File: src/rtl/note_lane_renderer_pkg.sv
// ============================================================================
// note_pkg -- colour/note-code constants, FSM encoding and slot helpers.
// Rev 1.0
// ============================================================================
`default_nettype none

package note_pkg;

  localparam logic [2:0] BLACK   = 3'b000;
  localparam logic [2:0] RED     = 3'b100;
  localparam logic [2:0] BLUE    = 3'b001;
  localparam logic [2:0] MAGENTA = 3'b101;

  localparam logic [1:0] NOTE_NONE  = 2'b00;
  localparam logic [1:0] NOTE_LEFT  = 2'b01;
  localparam logic [1:0] NOTE_RIGHT = 2'b10;
  localparam logic [1:0] NOTE_BOTH  = 2'b11;

  typedef enum logic [1:0] {
    ST_IDLE = 2'd0,
    ST_EMIT = 2'd1,
    ST_DONE = 2'd2
  } state_e;

  function automatic logic [2:0] note_colour(input logic [1:0] code);
    case (code)
      NOTE_LEFT:  return RED;
      NOTE_RIGHT: return BLUE;
      NOTE_BOTH:  return MAGENTA;
      default:    return BLACK;
    endcase
  endfunction

  // Slot x position is formed at 16 bits, then wraps to the 8-bit screen width.
  function automatic logic [7:0] slot_x(input int origin, input int pitch, input int idx);
    return 8'(16'(origin) + 16'(pitch) * 16'(idx));
  endfunction

endpackage

`default_nettype wire

File: src/rtl/note_lane_renderer_divider.sv
// ============================================================================
// rate_divider -- free-running modulo-DIV counter with a terminal-count tick.
// Rev 1.0
// ============================================================================
`default_nettype none

module rate_divider #(
  parameter int DIV = 17
) (
  input  logic clock,
  input  logic resetn,
  input  logic enable,
  output logic tick
);

  localparam int CW = (DIV > 1) ? $clog2(DIV) : 1;

  logic [CW-1:0] count_q;
  logic [CW-1:0] count_d;
  logic          at_end;

  assign at_end = (count_q == CW'(DIV - 1));

  always_comb begin
    count_d = count_q;
    if (enable) begin
      count_d = at_end ? '0 : count_q + CW'(1);
    end
  end

  always_ff @(posedge clock) begin
    if (!resetn) begin
      count_q <= '0;
    end else begin
      count_q <= count_d;
    end
  end

  // A held count at the terminal value must not keep firing while disabled.
  assign tick = enable && at_end;

endmodule

`default_nettype wire

File: src/rtl/note_lane_renderer.sv
// ============================================================================
// note_lane_renderer -- per frame tick, streams one coloured square per slot.
// Rev 1.0
// ============================================================================
`default_nettype none

module note_lane_renderer
  import note_pkg::*;
#(
  parameter int NUM_SLOTS  = 10,
  parameter int SLOT_PITCH = 5,
  parameter int X_ORIGIN   = 0,
  parameter int Y_ORIGIN   = 0,
  parameter int TICK_DIV   = 17
) (
  input  logic                   clock,
  input  logic                   resetn,
  input  logic                   enable,
  input  logic [2*NUM_SLOTS-1:0] notes,
  output logic                   draw_valid,
  input  logic                   draw_ready,
  output logic [7:0]             draw_x,
  output logic [6:0]             draw_y,
  output logic [2:0]             colour,
  output logic                   busy,
  output logic                   frame_done,
  output logic                   overrun
);

  localparam int IW = $clog2(NUM_SLOTS + 1);

  logic                   frame_tick;
  state_e                 state_q;
  logic [IW-1:0]          idx_q;
  logic [IW-1:0]          idx_d;
  logic [2*NUM_SLOTS-1:0] snap_q;
  logic                   draw_valid_q;
  logic [7:0]             draw_x_q;
  logic [6:0]             draw_y_q;
  logic [2:0]             colour_q;
  logic                   busy_q;
  logic                   frame_done_q;
  logic                   overrun_q;
  logic                   accept;
  logic                   last_slot;

  rate_divider #(.DIV(TICK_DIV)) u_div (
    .clock  (clock),
    .resetn (resetn),
    .enable (enable),
    .tick   (frame_tick)
  );

  assign idx_d     = idx_q + IW'(1);
  assign last_slot = (idx_q == IW'(NUM_SLOTS - 1));
  assign accept    = draw_valid_q && draw_ready;

  // Outputs are loaded with the next slot's values on the same edge idx moves.
  always_ff @(posedge clock) begin
    if (!resetn) begin
      state_q      <= ST_IDLE;
      idx_q        <= '0;
      snap_q       <= '0;
      draw_valid_q <= 1'b0;
      draw_x_q     <= '0;
      draw_y_q     <= '0;
      colour_q     <= '0;
      busy_q       <= 1'b0;
      frame_done_q <= 1'b0;
      overrun_q    <= 1'b0;
    end else begin
      frame_done_q <= 1'b0;
      if (frame_tick && (state_q != ST_IDLE)) begin
        overrun_q <= 1'b1;
      end
      case (state_q)
        ST_IDLE: begin
          if (frame_tick) begin
            state_q      <= ST_EMIT;
            snap_q       <= notes;
            idx_q        <= '0;
            draw_valid_q <= 1'b1;
            busy_q       <= 1'b1;
            draw_x_q     <= slot_x(X_ORIGIN, SLOT_PITCH, 0);
            draw_y_q     <= 7'(Y_ORIGIN);
            colour_q     <= note_colour(notes[1:0]);
          end
        end
        ST_EMIT: begin
          if (accept) begin
            if (last_slot) begin
              state_q      <= ST_DONE;
              draw_valid_q <= 1'b0;
              draw_x_q     <= '0;
              draw_y_q     <= '0;
              colour_q     <= '0;
              frame_done_q <= 1'b1;
            end else begin
              idx_q    <= idx_d;
              draw_x_q <= slot_x(X_ORIGIN, SLOT_PITCH, int'(idx_d));
              colour_q <= note_colour(snap_q[2*idx_d +: 2]);
            end
          end
        end
        ST_DONE: begin
          state_q <= ST_IDLE;
          busy_q  <= 1'b0;
        end
        default: begin
          state_q <= ST_IDLE;
        end
      endcase
    end
  end

  assign draw_valid = draw_valid_q;
  assign draw_x     = draw_x_q;
  assign draw_y     = draw_y_q;
  assign colour     = colour_q;
  assign busy       = busy_q;
  assign frame_done = frame_done_q;
  assign overrun    = overrun_q;

endmodule

`default_nettype wire
File: config.mk
export PLATFORM = sky130hd
export DESIGN_NAME = note_lane_renderer
export DESIGN_NICKNAME = d
export VERILOG_FILES = /design/src/rtl/note_lane_renderer_pkg.sv /design/src/rtl/note_lane_renderer_divider.sv /design/src/rtl/note_lane_renderer.sv
export SDC_FILE = /design/constraint.sdc
export NUM_CORES = 1
export LEC_CHECK = 0
export BUFFER_PORTS_ARGS = -buffer_cell sky130_fd_sc_hd__buf_2
export CAP_MARGIN = 10
export CORE_MARGIN = 2
export CORE_UTILIZATION = 40
export DETAILED_ROUTE_END_ITERATION = 12
export SYNTH_ARGS = -nofsm -noshare
export SYNTH_HDL_FRONTEND = slang
export SYNTH_SLANG_ARGS = --single-unit
File: constraint.sdc
create_clock -name clock -period 2.6 [get_ports clock]
set_input_delay 0.39 -clock clock [delete_from_list [all_inputs] [get_ports clock]]
set_output_delay 0.39 -clock clock [all_outputs]
set_load 0.05 [all_outputs]
== Yosys cells after proc, flatten, opt, wreduce, memory -nomap -nowiden ==
Index checks and enable logic that the tools add are counted.
Operators by class
  eq/ne operators: 14
  multiply operators: 1
  muxes and demuxes: 29
  add/sub/neg operators: 2
  reduce and logical (&&, ||, !) cells: 14
  shift operators: 1
Operator list (count)
  2-to-1 mux 7 bit: 4
  variable part select 20 x 6 -> 2 bit: 1
  case mux 3 bit (3 select lines): 2
  2-to-1 mux 8 bit: 2
  case mux 8 bit (2 select lines): 1
  case mux 7 bit (2 select lines): 1
  2-to-1 mux 4 bit: 3
  == test 2 bit, second input constant: 5
  2-to-1 mux 3 bit: 3
  AND reduction 3 bit: 3
  != test 2 bit, second input constant: 4
  case mux 4 bit (2 select lines): 1
  AND reduction 4 bit: 2
  multiplier 3 x 4 -> 7 bit, first input constant: 1
  == test 2 x 1 -> 1 bit, second input constant: 3
  2-to-1 mux 2 bit: 3
  case mux 3 bit (2 select lines): 1
  nonzero test 2 bit: 3
  adder 5 x 1 -> 5 bit, second input constant: 1
  == test 5 bit, second input constant: 1
  2-to-1 mux 5 bit: 1
  adder 4 x 1 -> 4 bit, second input constant: 1
  == test 4 bit, second input constant: 1
  2-to-1 mux 1 bit: 4
  other kinds (5): 9
Word-level totals
  output and inout bits: 22
  bits of input ports: 24
  bits in registers: 53

== Depth between registers and ports, before layout ==
Gate-level depths: netlist (run 1).
  depth in word-level cells: 7
  mapped depth: 9
  mapped depth without buffers: 8

== Cells and area by module ==
Synthesis (run 1) repeated with hierarchy kept, for this count alone.
Unflattened totals
  cells, all modules: 255
  area total of the unflattened synthesis: 2182.1 um2
Modules (own cells, without submodules)
  note_lane_renderer: times used 1, cells each 228, area each 1938.1 um2
  rate_divider: times used 1, cells each 27, area each 244.0 um2

== Worst setup path after synthesis (run 1) ==
Ideal clock, no wire load.
  path type: register to register
  start: reg idx_q[0]
  end: reg draw_x_q[5], in the netlist draw_x[5]
  setup slack: 0.353 ns
  stages on the path, launching flop included: 10
  data required time: 2.526 ns
  data arrival time: 2.173 ns
  path buffers: 1
  period minus slack after synthesis: 2.247 ns
  setup time: 0.074 ns
  cell sequence: dfxtp_1 buf_4 nand3_1 xor2_1 inv_1 ha_1 ha_1 fa_1 xor2_1 o21ai_0
Between the ends
  cells in the longest elaborated chain, start to end: 5
  elaborated cells between the ends (all ways): 6
  classes of those cells: add/sub (1); mul (1); eq/ne (1); mux (3)
Ends and longest elaborated chain
  from (decl): RTL line note_lane_renderer.sv:34  | logic [IW-1:0] idx_q;
  from (signal assigned): RTL line note_lane_renderer.sv:99  | idx_q <= idx_d;
  adder 4 x 1 -> 4 bit: RTL line note_lane_renderer.sv:54  | assign idx_d = idx_q + IW'(1);
  multiplier 3 x 4 -> 7 bit: RTL line note_lane_renderer_pkg.sv:36  | return 8'(16'(origin) + 16'(pitch) * 16'(idx));
  2-to-1 mux 7 bit *: RTL line note_lane_renderer.sv:91  | if (last_slot) begin
  2-to-1 mux 8 bit *: RTL line note_lane_renderer.sv:90  | if (accept) begin
  case mux 8 bit (2 select lines) *: RTL line note_lane_renderer.sv:76  | case (state_q)
  to (signal assigned): RTL line note_lane_renderer.sv:84  | draw_x_q <= slot_x(X_ORIGIN, SLOT_PITCH, 0);
  to (signal assigned): RTL line note_lane_renderer.sv:100  | draw_x_q <= slot_x(X_ORIGIN, SLOT_PITCH, int'(idx_d));
  to (decl): RTL line note_lane_renderer.sv:38  | logic [7:0] draw_x_q;
Every way passes the cells marked *; elsewhere a longest branch is shown, timed or not. The select of a mux whose other input is x is not followed.
A chain may end at the register's enable or synchronous reset.

== Worst setup path after layout (run 1) ==
  start: reg idx_q[1]
  end: reg draw_x_q[4], in the netlist draw_x[4]
Same word-level chain as after synthesis.

==> results of run 1 <==
## layout make-up
type / count / share of cell area [%]
clock buffers: 7 / 3.40
clock inverters: 1 / 0.296
inverters: 8 / 1.18
multi-input cells: 187 / 47.4
flip-flops and latches: 44 / 34.7
well taps: 72 / 3.55
repair buffers: 44 / 9.47
## critical path, stage by stage, from the launching register on
cell	delay (ns)
dfxtp_1	0.35
ha_1	0.24
xnor2_1	0.28
inv_1	0.21
ha_1	0.23
ha_1	0.20
fa_1	0.49
nand3_1	0.07
a21boi_1	0.14
## flip-flops by register name, indices dropped and copies added, names as in the netlist, 2 cells and up
register / flops
colour: 2
u_div.count_q: 5
draw_x: 7
snap_q: 20
state_q: 2
idx_q: 4
## power groups by stage
stage | registers (uW) | logic (uW) | clock network (uW)
3_5_place_dp | 695 | 80.2 | 0
2_1_floorplan | 694 | 68.4 | 0
4_1_cts | 679 | 80.3 | 460
6_report | 679 | 79.7 | 447
3_3_place_gp | 694 | 79.5 | 0
5_1_grt | 680 | 87.8 | 489
## per-stage QoR
step	setup slack, ns	hold slack, ns	std cells
4_1_cts	0.317	0.312	363
6_report	0.322	0.318	363
3_3_place_gp	0.438	0.440	355
5_1_grt	0.121	0.315	363
2_1_floorplan	0.353	0.432	262
3_5_place_dp	0.358	0.448	355
## metal layers
metal	vias up	track usage, %	wire (um)
met5	-	0	0
met4	0	5.26	64
met3	7	4.48	211
met2	36	25.8	2030
met1	794	21.3	2250
li1	917	-	-
## cells by family after synthesis
family / after synthesis / synth area share (%)
AO/OA/AOI/OAI: 53 / 16.9
XOR/XNOR: 6 / 2.36
adder cells (fa/ha/maj): 9 / 5.38
buffers and inverters: 31 / 7.96
flip-flops: 44 / 39.5
multiplexers: 7 / 5.44
other: 1 / 0.168
AND/OR/NAND/NOR: 103 / 22.3
## how the worst max path moves through the flow
stage,start,to,slack [ns],cells after the start
4_1_cts,idx_q[1]$_SDFFE_PN0P_,draw_x[4]$_SDFFE_PN0P_,0.32,8
3_3_place_gp,idx_q[1]$_SDFFE_PN0P_,draw_x[4]$_SDFFE_PN0P_,0.44,8
5_1_grt,idx_q[1]$_SDFFE_PN0P_,draw_x[4]$_SDFFE_PN0P_,0.12,8
3_5_place_dp,idx_q[1]$_SDFFE_PN0P_,draw_x[4]$_SDFFE_PN0P_,0.36,8
2_1_floorplan,idx_q[0]$_SDFFE_PN0P_,draw_x[5]$_SDFFE_PN0P_,0.35,9
6_report,idx_q[1]$_SDFFE_PN0P_,draw_x[4]$_SDFFE_PN0P_,0.32,8
## cell usage after synthesis (2+ instances only)
cell type	instances	share of area, %
nor2b_1	3	0.84
buf_6	2	1.0
nor2_1	13	2.2
inv_1	8	1.3
buf_4	11	3.7
clkbuf_1	6	1.0
mux2i_1	2	0.90
a21boi_0	3	1.0
nand4_1	2	0.56
dfxtp_1	44	39
nand3_1	9	2.0
o22ai_1	4	1.1
mux4_2	4	4.0
xor2_1	5	2.0
o21ai_0	10	2.2
and3_1	3	0.84
a21boi_1	23	7.7
ha_1	8	4.5
buf_2	4	0.90
nand2_1	59	9.9
a21oi_1	2	0.45
==> results_dict.tcl, run 1 <==
set metrics [dict create \
    status "finished clean" \
    power_uw 1200 \
    n_antenna_cell 0 \
    antenna_left 0 \
    layout.cells.most_common_list "nand2_1, dfxtp_1, buf_2" \
    drtIter0Drc 94 \
    grt_pass1_vias 1684 \
    dp_hpwl_um 3270 \
    synth-seq-cells 44 \
    netlist-cell-type-count 50 \
    core.rowCount 27 \
    postLayoutCellArea_um2 2540 \
    cts_tree "built" \
    fmax_ghz 0.439 \
    final_common_cell "nand2_1" \
    critPathRequiredTime_ns 2.84 \
    fin_nets 323 \
    drive_gt1_share_pct 21.0 \
    min_from "notes[2]" \
    synthCells 254 \
    wl_per_cell_um 12.5 \
    r2r-end "draw_x[4]$_SDFFE_PN0P_" \
    syn_avg_cell_area_um2 8.78 \
    critPathMaxFanout 6 \
    area_growth_pct 13.7 \
    utilization_pct 46.7 \
    worst_slew_pin_slew_ns 0.497 \
    via_per_inst 4.83 \
    hold_class "in -> reg" \
    clock_path_buffers 2 \
    place_area_um2 2440 \
    p_sw_share_pct 23.7 \
    fp.dieH_um 78.7 \
    ys.warnings.count 0 \
    final.setup.tns_ns 0 \
    r2r-start "idx_q[1]$_SDFFE_PN0P_" \
    regArea_um2 881 \
    overflow 0 \
    comb_power_share_pct 6.6 \
    portBuffers 36 \
    die_width_um 78.7 \
    pwr-share-clk_pct 37.1 \
    cts_made_buffers 5 \
    cts_root_buf "clkbuf_8" \
    io_pins 46 \
    reg2reg_setup_slack_ns 0.32 \
    leakage_uw 0.00103 \
    setup.worst_path.end_class "flip-flop" \
    dieArea_um2 6190 \
    post-route-drc-count 0 \
    postCtsHoldBufs 0 \
    rsz0062_at_grt "false" \
    grt_max_degree 28 \
    maxCapViolations 0 \
    internal-power_uw 920 \
    finalCriticalPeriod_ns 2.28 \
    drt-pass1-iter-count 4 \
    p_seq_share_pct 56.3 \
    synth_edf_count 0 \
    vias 1754 \
    max_slew_margin_pct 66.8 \
    cp-start-kind "flip-flop" \
    finalSetupViolCount 0 \
    worstSetupPathType "reg -> reg" \
    ys_seq_area_share_pct 39.5 \
    grt_pass1_wl_um 7890 \
    rr_worst_depth 8 \
    place_congestion 0.835 \
    wirelength_um 4550 \
    nFillCells 584 \
    post_cts_buffers 0 \
    p_switching_uw 285 \
    cp.arrival_ns 2.51 \
    grt_usage_pct 16.3 \
    multi_input_area_um2 1200 \
    htreeDepth 2 \
    post_cts.resized_instances 0 \
    cts.sinks 44 \
    synth_area_um2 2230 \
    fin_skew_ns 0.00749 \
    clk_pin_slew_ns 0.08 \
    fin_crit_sh_pct 87.6 \
    holdPathEnd "snap_q[2]$_SDFFE_PN0P_" \
    design.core.area_um2 5440 \
    whs_path_depth 3 \
    slew_viol_final 0 \
    start_util_pct 41.0 \
    synth_top_flop_cell "dfxtp_1" \
    hold_violations 0 \
    ys_async_sr_fraction_pct 0 \
    power.density_nw_per_um2 475 \
    insertion_delay_ns 0.30 \
    irDropWorstVdd_mv 0.286 \
    antenna_found_initial 0 \
]
(Power assumes the default switching activity.)
==> inputs of run 2 (changes only) <==
- clock period: 2.6 -> 2.8 ns (I/O delays scaled with it)
==> run 2 against run 1 <==
Net effect:
- worst hold slack gained 0.029 ns
- global-route usage down 0.086 points
- largest cell class unchanged
- utilization decreased by 0.30 points
- cell area shrank 0.64%
- register-to-register slack better by 0.23 ns
- wire length decreased by 3.2%
- first-iteration DRC count is 26% lower
- power decreased by 10%
- critical path type unchanged
- non-clock buffer count did not move
- die area unchanged
- setup slack improved by 0.23 ns
- sequential power down 7.2%
==> results_dict.tcl, run 2 (same netlist as run 1, synthesis figures left out) <==
set metrics [dict create \
    status "finished clean" \
    critPathTopFamily "adder cells" \
    maxCapViolations 0 \
    design.core.area_um2 5440 \
    cts_tree "built" \
    hold_class "in -> reg" \
    cp.arrival_ns 2.48 \
    wl_met1_um 2180 \
    cts_root_buf "clkbuf_8" \
    instances_no_fill 362 \
    vias 1763 \
    wirelength_um 4410 \
    htreeDepth 2 \
    n_antenna_cell 0 \
    dieArea_um2 6190 \
    pwr-share-clk_pct 34.7 \
    wl_met3_um 216 \
    regMostFlops "snap_q" \
    drtIter0Drc 70 \
    portBuffers 36 \
    path_buf_inv 1 \
    fp.dieH_um 78.7 \
    p_sw_share_pct 23.7 \
    layout.cells.most_common_list "nand2_1, dfxtp_1, buf_2" \
    core.rowCount 27 \
    postLayoutCellArea_um2 2520 \
    dp_hpwl_um 3230 \
    internal-power_uw 823 \
    wl_met2_um 1950 \
    critPathRequiredTime_ns 3.03 \
    clk_pin_slew_ns 0.08 \
    post_cts.resized_instances 0 \
    fin_crit_sh_pct 80.2 \
    clock_path_buffers 2 \
    grt_pass1_vias 1592 \
    drt-pass1-iter-count 4 \
    grt_usage_pct 16.2 \
    insertion_delay_ns 0.30 \
    irDropWorstVdd_mv 0.257 \
    wl_per_cell_um 12.2 \
    p_switching_uw 256 \
    final_common_cell "nand2_1" \
    fin_nets 323 \
    post_cts_buffers 0 \
    place_inst 355 \
    crit_slowest_cell "fa_1" \
    comb_power_share_pct 6.9 \
    cts_made_buffers 5 \
    finalSetupViolCount 0 \
    antenna_found_initial 0 \
    path_common_cell "ha_1" \
    drive_gt1_share_pct 20.7 \
    place_area_um2 2440 \
    place_congestion 0.790 \
    dr.max_layer_used "met4" \
    via_per_inst 4.87 \
    worstSetupPathType "reg -> reg" \
    die_width_um 78.7 \
    final.setup.tns_ns 0 \
    hold_violations 0 \
    finalCriticalPeriod_ns 2.24 \
    io_pins 46 \
    start_util_pct 41.0 \
    postCtsHoldBufs 0 \
    rsz0062_at_grt "false" \
    power.density_nw_per_um2 428 \
    slew_viol_final 0 \
    grt_pass1_wl_um 7860 \
    critPathMaxFanout 6 \
    overflow 0 \
    leakage_uw 0.00103 \
    largest_register_ff_count 20 \
    cts.sinks 44 \
    area_growth_pct 13.0 \
    post-route-drc-count 0 \
    grt_max_degree 27 \
    fin_skew_ns 0.00819 \
    nFillCells 567 \
    path_cells "ha_1 > xnor2_1 > inv_1 > ha_1 > ha_1 > fa_1 > xor2_1 > o21ai_0" \
    fmax_ghz 0.446 \
    cp-start-kind "flip-flop" \
    setup.worst_path.end_class "flip-flop" \
    slowest_delay_ns 0.39 \
    antenna_left 0 \
    p_seq_share_pct 58.4 \
]
==> run 2: changes by cell type in the layout (fill, tap and decap cells not counted) <==
cell,previous run,this run
clkbuf_8,6,5
clkinvlp_4,1,0
clkinv_2,0,1
==> run 2: final timing paths <==
kind / start / endpoint / slack (ns) / cells past startpoint
max reg2reg: idx_q[0]$_SDFFE_PN0P_ / draw_x[5]$_SDFFE_PN0P_ / 0.56 / 8
max: idx_q[0]$_SDFFE_PN0P_ / draw_x[5]$_SDFFE_PN0P_ / 0.56 / 8
min reg2reg: draw_x[6]$_SDFFE_PN0P_ / draw_x[6]$_SDFFE_PN0P_ / 0.45 / 2
min: notes[16] / snap_q[16]$_SDFFE_PN0P_ / 0.35 / 3
==> run 2: power groups by stage <==
stage | logic, uW | registers [uW] | clock network (uW)
CTS | 75.4 | 630 | 395
finish | 74.5 | 630 | 374
global route | 82.5 | 631 | 421
floorplan | 63.5 | 644 | 0
detailed placement | 75.1 | 645 | 0
global placement | 74.5 | 645 | 0
==> run 2: layout make-up <==
type	instances	area (um^2)	area share (%)
Clock buffer	6	72.6	2.88
Clock inverter	1	5.00	0.199
Inverter	8	30.0	1.19
Multi-Input combinational cell	187	1200	47.7
Sequential cell	44	881	34.9
Tap cell	72	90.1	3.57
Timing Repair Buffer	44	240	9.53
==> run 2: worst register-to-register path, delay by kind of cell, from the launching register on <==
family / cells / cell delay, ns
fa+ha+maj: 4 / 1.05
compound gates: 1 / 0.13
flops: 1 / 0.35
buf+inv: 1 / 0.20
xor+xnor: 2 / 0.44
==> run 2: routing by layer <==
layer	track usage (%)	up-vias
met5	0	-
met4	5.26	0
met3	4.02	5
met2	24.8	42
met1	22.3	795
li1	-	921
==> run 2: through the flow <==
stage	utilization [%]	total power [uW]	worst slack (ns)	hold slack (ns)
final	46.4	1080	0.555	0.347
after global routing	46.4	1130	0.357	0.340
after CTS	46.4	1100	0.532	0.339
after detailed placement	44.9	720	0.538	0.444
after global placement	44.9	719	0.607	0.442
after floorplan	-	708	0.553	0.432
==> inputs of run 3 (changes only) <==
- ABC_AREA: unset -> 1
- clock period: 2.8 -> 1.91 ns (I/O delays scaled with it)
==> run 3 against run 2 <==
Net effect:
- the run now ends with setup timing left
- power grew 58%
- sequential power grew 47%
- wire length grew 10%
- via count grew 7.5%
- worst hold slack lost 0.14 ns
- clock-buffer cell count grew 1
- non-clock buffer count grew 7
- final cell count grew 12%
- first-iteration DRC count shrank 5.7%
- sequential cell count is the same
- largest power group unchanged
==> results_dict.tcl, run 3 <==
set metrics [dict create \
    yosysMostFrequentCell "dfxtp_1" \
    cp-start-kind "flip-flop" \
    ys_seq_area_share_pct 39.7 \
    nFillCells 531 \
    fin_crit_sh_pct 101 \
    finalSetupViolCount 1 \
    path_cells "inv_4 > ha_4 > inv_4 > ha_4 > ha_4 > fa_2 > nand3_2 > a21oi_2" \
    wirelength_um 4860 \
    cts_tree "built" \
    ys.warnings.count 0 \
    critPathMaxFanout 4 \
    path_buf_inv 2 \
    dieArea_um2 6160 \
    hold_violations 0 \
    dp_hpwl_um 3560 \
    critPathTopFamily "adder cells" \
    cts_made_buffers 5 \
    n_antenna_cell 0 \
    synth_top_flop_cell "dfxtp_1" \
    whs_path_depth 3 \
    status "finished with violations" \
    irDropWorstVdd_mv 0.368 \
    r2r-start "idx_q[1]$_SDFFE_PN0P_" \
    layout.cells.most_common_list "nand2_1, dfxtp_1, buf_2" \
    via_per_inst 4.68 \
    synth_edf_count 0 \
    insertion_delay_ns 0.30 \
    fin_ws_ns -0.0110 \
    place_congestion 0.809 \
    drive_gt1_share_pct 33.6 \
    largest_register_ff_count 20 \
    cp.arrival_ns 2.16 \
    holdPathEnd "snap_q[18]$_SDFFE_PN0P_" \
    wl_per_cell_um 12.0 \
    crit_slowest_cell "fa_2" \
    regMostFlops "snap_q" \
    synthCells 287 \
    fmax_ghz 0.521 \
    drtIter0Drc 66 \
    post-route-drc-count 0 \
    finalCriticalPeriod_ns 1.92 \
    ys_top_cells_by_count "dfxtp_1, nand2_1, nor2_1" \
    clk_pin_slew_ns 0.08 \
    grt_pass1_vias 1839 \
    htreeDepth 2 \
    synth-seq-cells 44 \
    leakage_uw 0.00115 \
    path_common_cell "ha_4" \
    hold_class "in -> reg" \
    netlist-cell-type-count 34 \
    reg2reg_setup_slack_ns -0.01 \
    core.rowCount 27 \
    antenna_left 0 \
    synth_area_leaders "dfxtp_1, nand2_1, a21oi_2" \
    overflow 0 \
    die_width_um 78.5 \
    clock_path_buffers 2 \
    grt_pass1_wl_um 8340 \
    final.setup.tns_ns -0.0110 \
    final_common_cell "nand2_1" \
    cts.sinks 44 \
    io_pins 46 \
    violations "setup timing" \
    min_from "notes[18]" \
    grt_usage_pct 17.0 \
    worstSetupPathType "reg -> reg" \
    slew_viol_final 0 \
    slowest_delay_ns 0.52 \
    power.density_nw_per_um2 623 \
    yosysTopAreaCell "dfxtp_1" \
    vias 1895 \
    postCtsHoldBufs 0 \
    ys_async_sr_fraction_pct 0 \
    power_uw 1700 \
    portBuffers 36 \
    fin_nets 366 \
    synth_area_um2 2220 \
    area_growth_pct 23.2 \
    start_util_pct 40.8 \
    drt-pass1-iter-count 4 \
    antenna_found_initial 0 \
    syn_avg_cell_area_um2 7.73 \
    synth_top_cell_area_share_pct 39.7 \
    cts_root_buf "clkbuf_8" \
    setup.worst_path.end_class "flip-flop" \
    fin_skew_ns 0.00502 \
    rsz0062_at_grt "true" \
    r2r-end "draw_x[4]$_SDFFE_PN0P_" \
    rr_worst_depth 8 \
    critPathRequiredTime_ns 2.15 \
    design.core.area_um2 5440 \
    grt_max_degree 36 \
    maxCapViolations 0 \
    fp.dieH_um 78.5 \
]
==> run 3: worst max path at each step <==
stage | cells after the start | to | startpoint | slack (ns)
floorplan | 8 | draw_x[4]$_SDFFE_PN0P_ | idx_q[1]$_SDFFE_PN0P_ | 0.002
global placement | 7 | draw_x[4]$_SDFFE_PN0P_ | idx_q[0]$_SDFFE_PN0P_ | 0.001
detailed placement | 8 | draw_x[4]$_SDFFE_PN0P_ | idx_q[1]$_SDFFE_PN0P_ | -0.03
CTS | 8 | draw_x[4]$_SDFFE_PN0P_ | idx_q[1]$_SDFFE_PN0P_ | -0.02
global route | 8 | draw_x[4]$_SDFFE_PN0P_ | idx_q[1]$_SDFFE_PN0P_ | -0.07
finish | 8 | draw_x[4]$_SDFFE_PN0P_ | idx_q[1]$_SDFFE_PN0P_ | -0.01
==> run 3: stage by stage <==
stage	cells	setup slack (ns)	util, %	cell area [um^2]	hold slack, ns
after floorplan	295	0.00244	-	2340	0.421
final	405	-0.0110	50.3	2740	0.208
after global placement	394	0.00125	47.3	2570	0.449
after detailed placement	394	-0.0316	47.3	2570	0.455
after global routing	405	-0.0692	50.3	2740	0.224
after CTS	402	-0.0189	49.6	2700	0.206
==> run 3: cell families after synthesis <==
group / count (synthesis) / share of synthesized area, %
AND/OR/NAND/NOR: 103 / 20.6
AO/OA/AOI/OAI: 70 / 19.5
buffers and inverters: 54 / 11.9
flip-flops: 44 / 39.7
adder cells (fa/ha/maj): 9 / 5.41
XOR/XNOR: 6 / 2.71
other: 1 / 0.169
==> run 3: layout make-up <==
type / count / area (um^2) / share of cell area [%]
multi-input cells: 197 / 1220 / 44.6
repair buffers: 51 / 305 / 11.2
clock buffers: 7 / 96.3 / 3.52
inverters: 34 / 133 / 4.85
well taps: 72 / 90.1 / 3.29
flip-flops and latches: 44 / 892 / 32.6
==> run 3: power breakdown <==
| part | leakage, uW | switching (uW) | total [uW] | internal (uW) |
|---|---|---|---|---|
| Combinational | 0.000745 | 108 | 148 | 40.5 |
| Clock | 0.0000503 | 305 | 627 | 322 |
| Sequential | 0.000357 | 8.32 | 929 | 920 |
| Total | 0.00115 | 421 | 1700 | 1280 |
==> run 3: worst reg2reg max path, delay by kind of cell (launching register included) <==
kind	cells	cell delay, ns
simple gates	1	0.08
fa+ha+maj	4	1.16
compound gates	1	0.14
buf+inv	2	0.08
flops	1	0.40
==> run 3: what timing repair did <==
action,CTS,global route
buffers inserted,1,3
endpoints found under the setup margin,1,2
pin swaps,5,5
gates resized for setup,4,3
==> run 3: per-layer routing <==
metal  wire, um  vias up  global-route usage (%)  share of wire (%)
met1       2390      847                    21.8                 49
li1           -     1005                       -                  -
met3        164        7                    3.45                3.4
met5          0        -                       0                  0
met4         52        0                    5.61                1.1
met2       2250       36                    28.4                 46
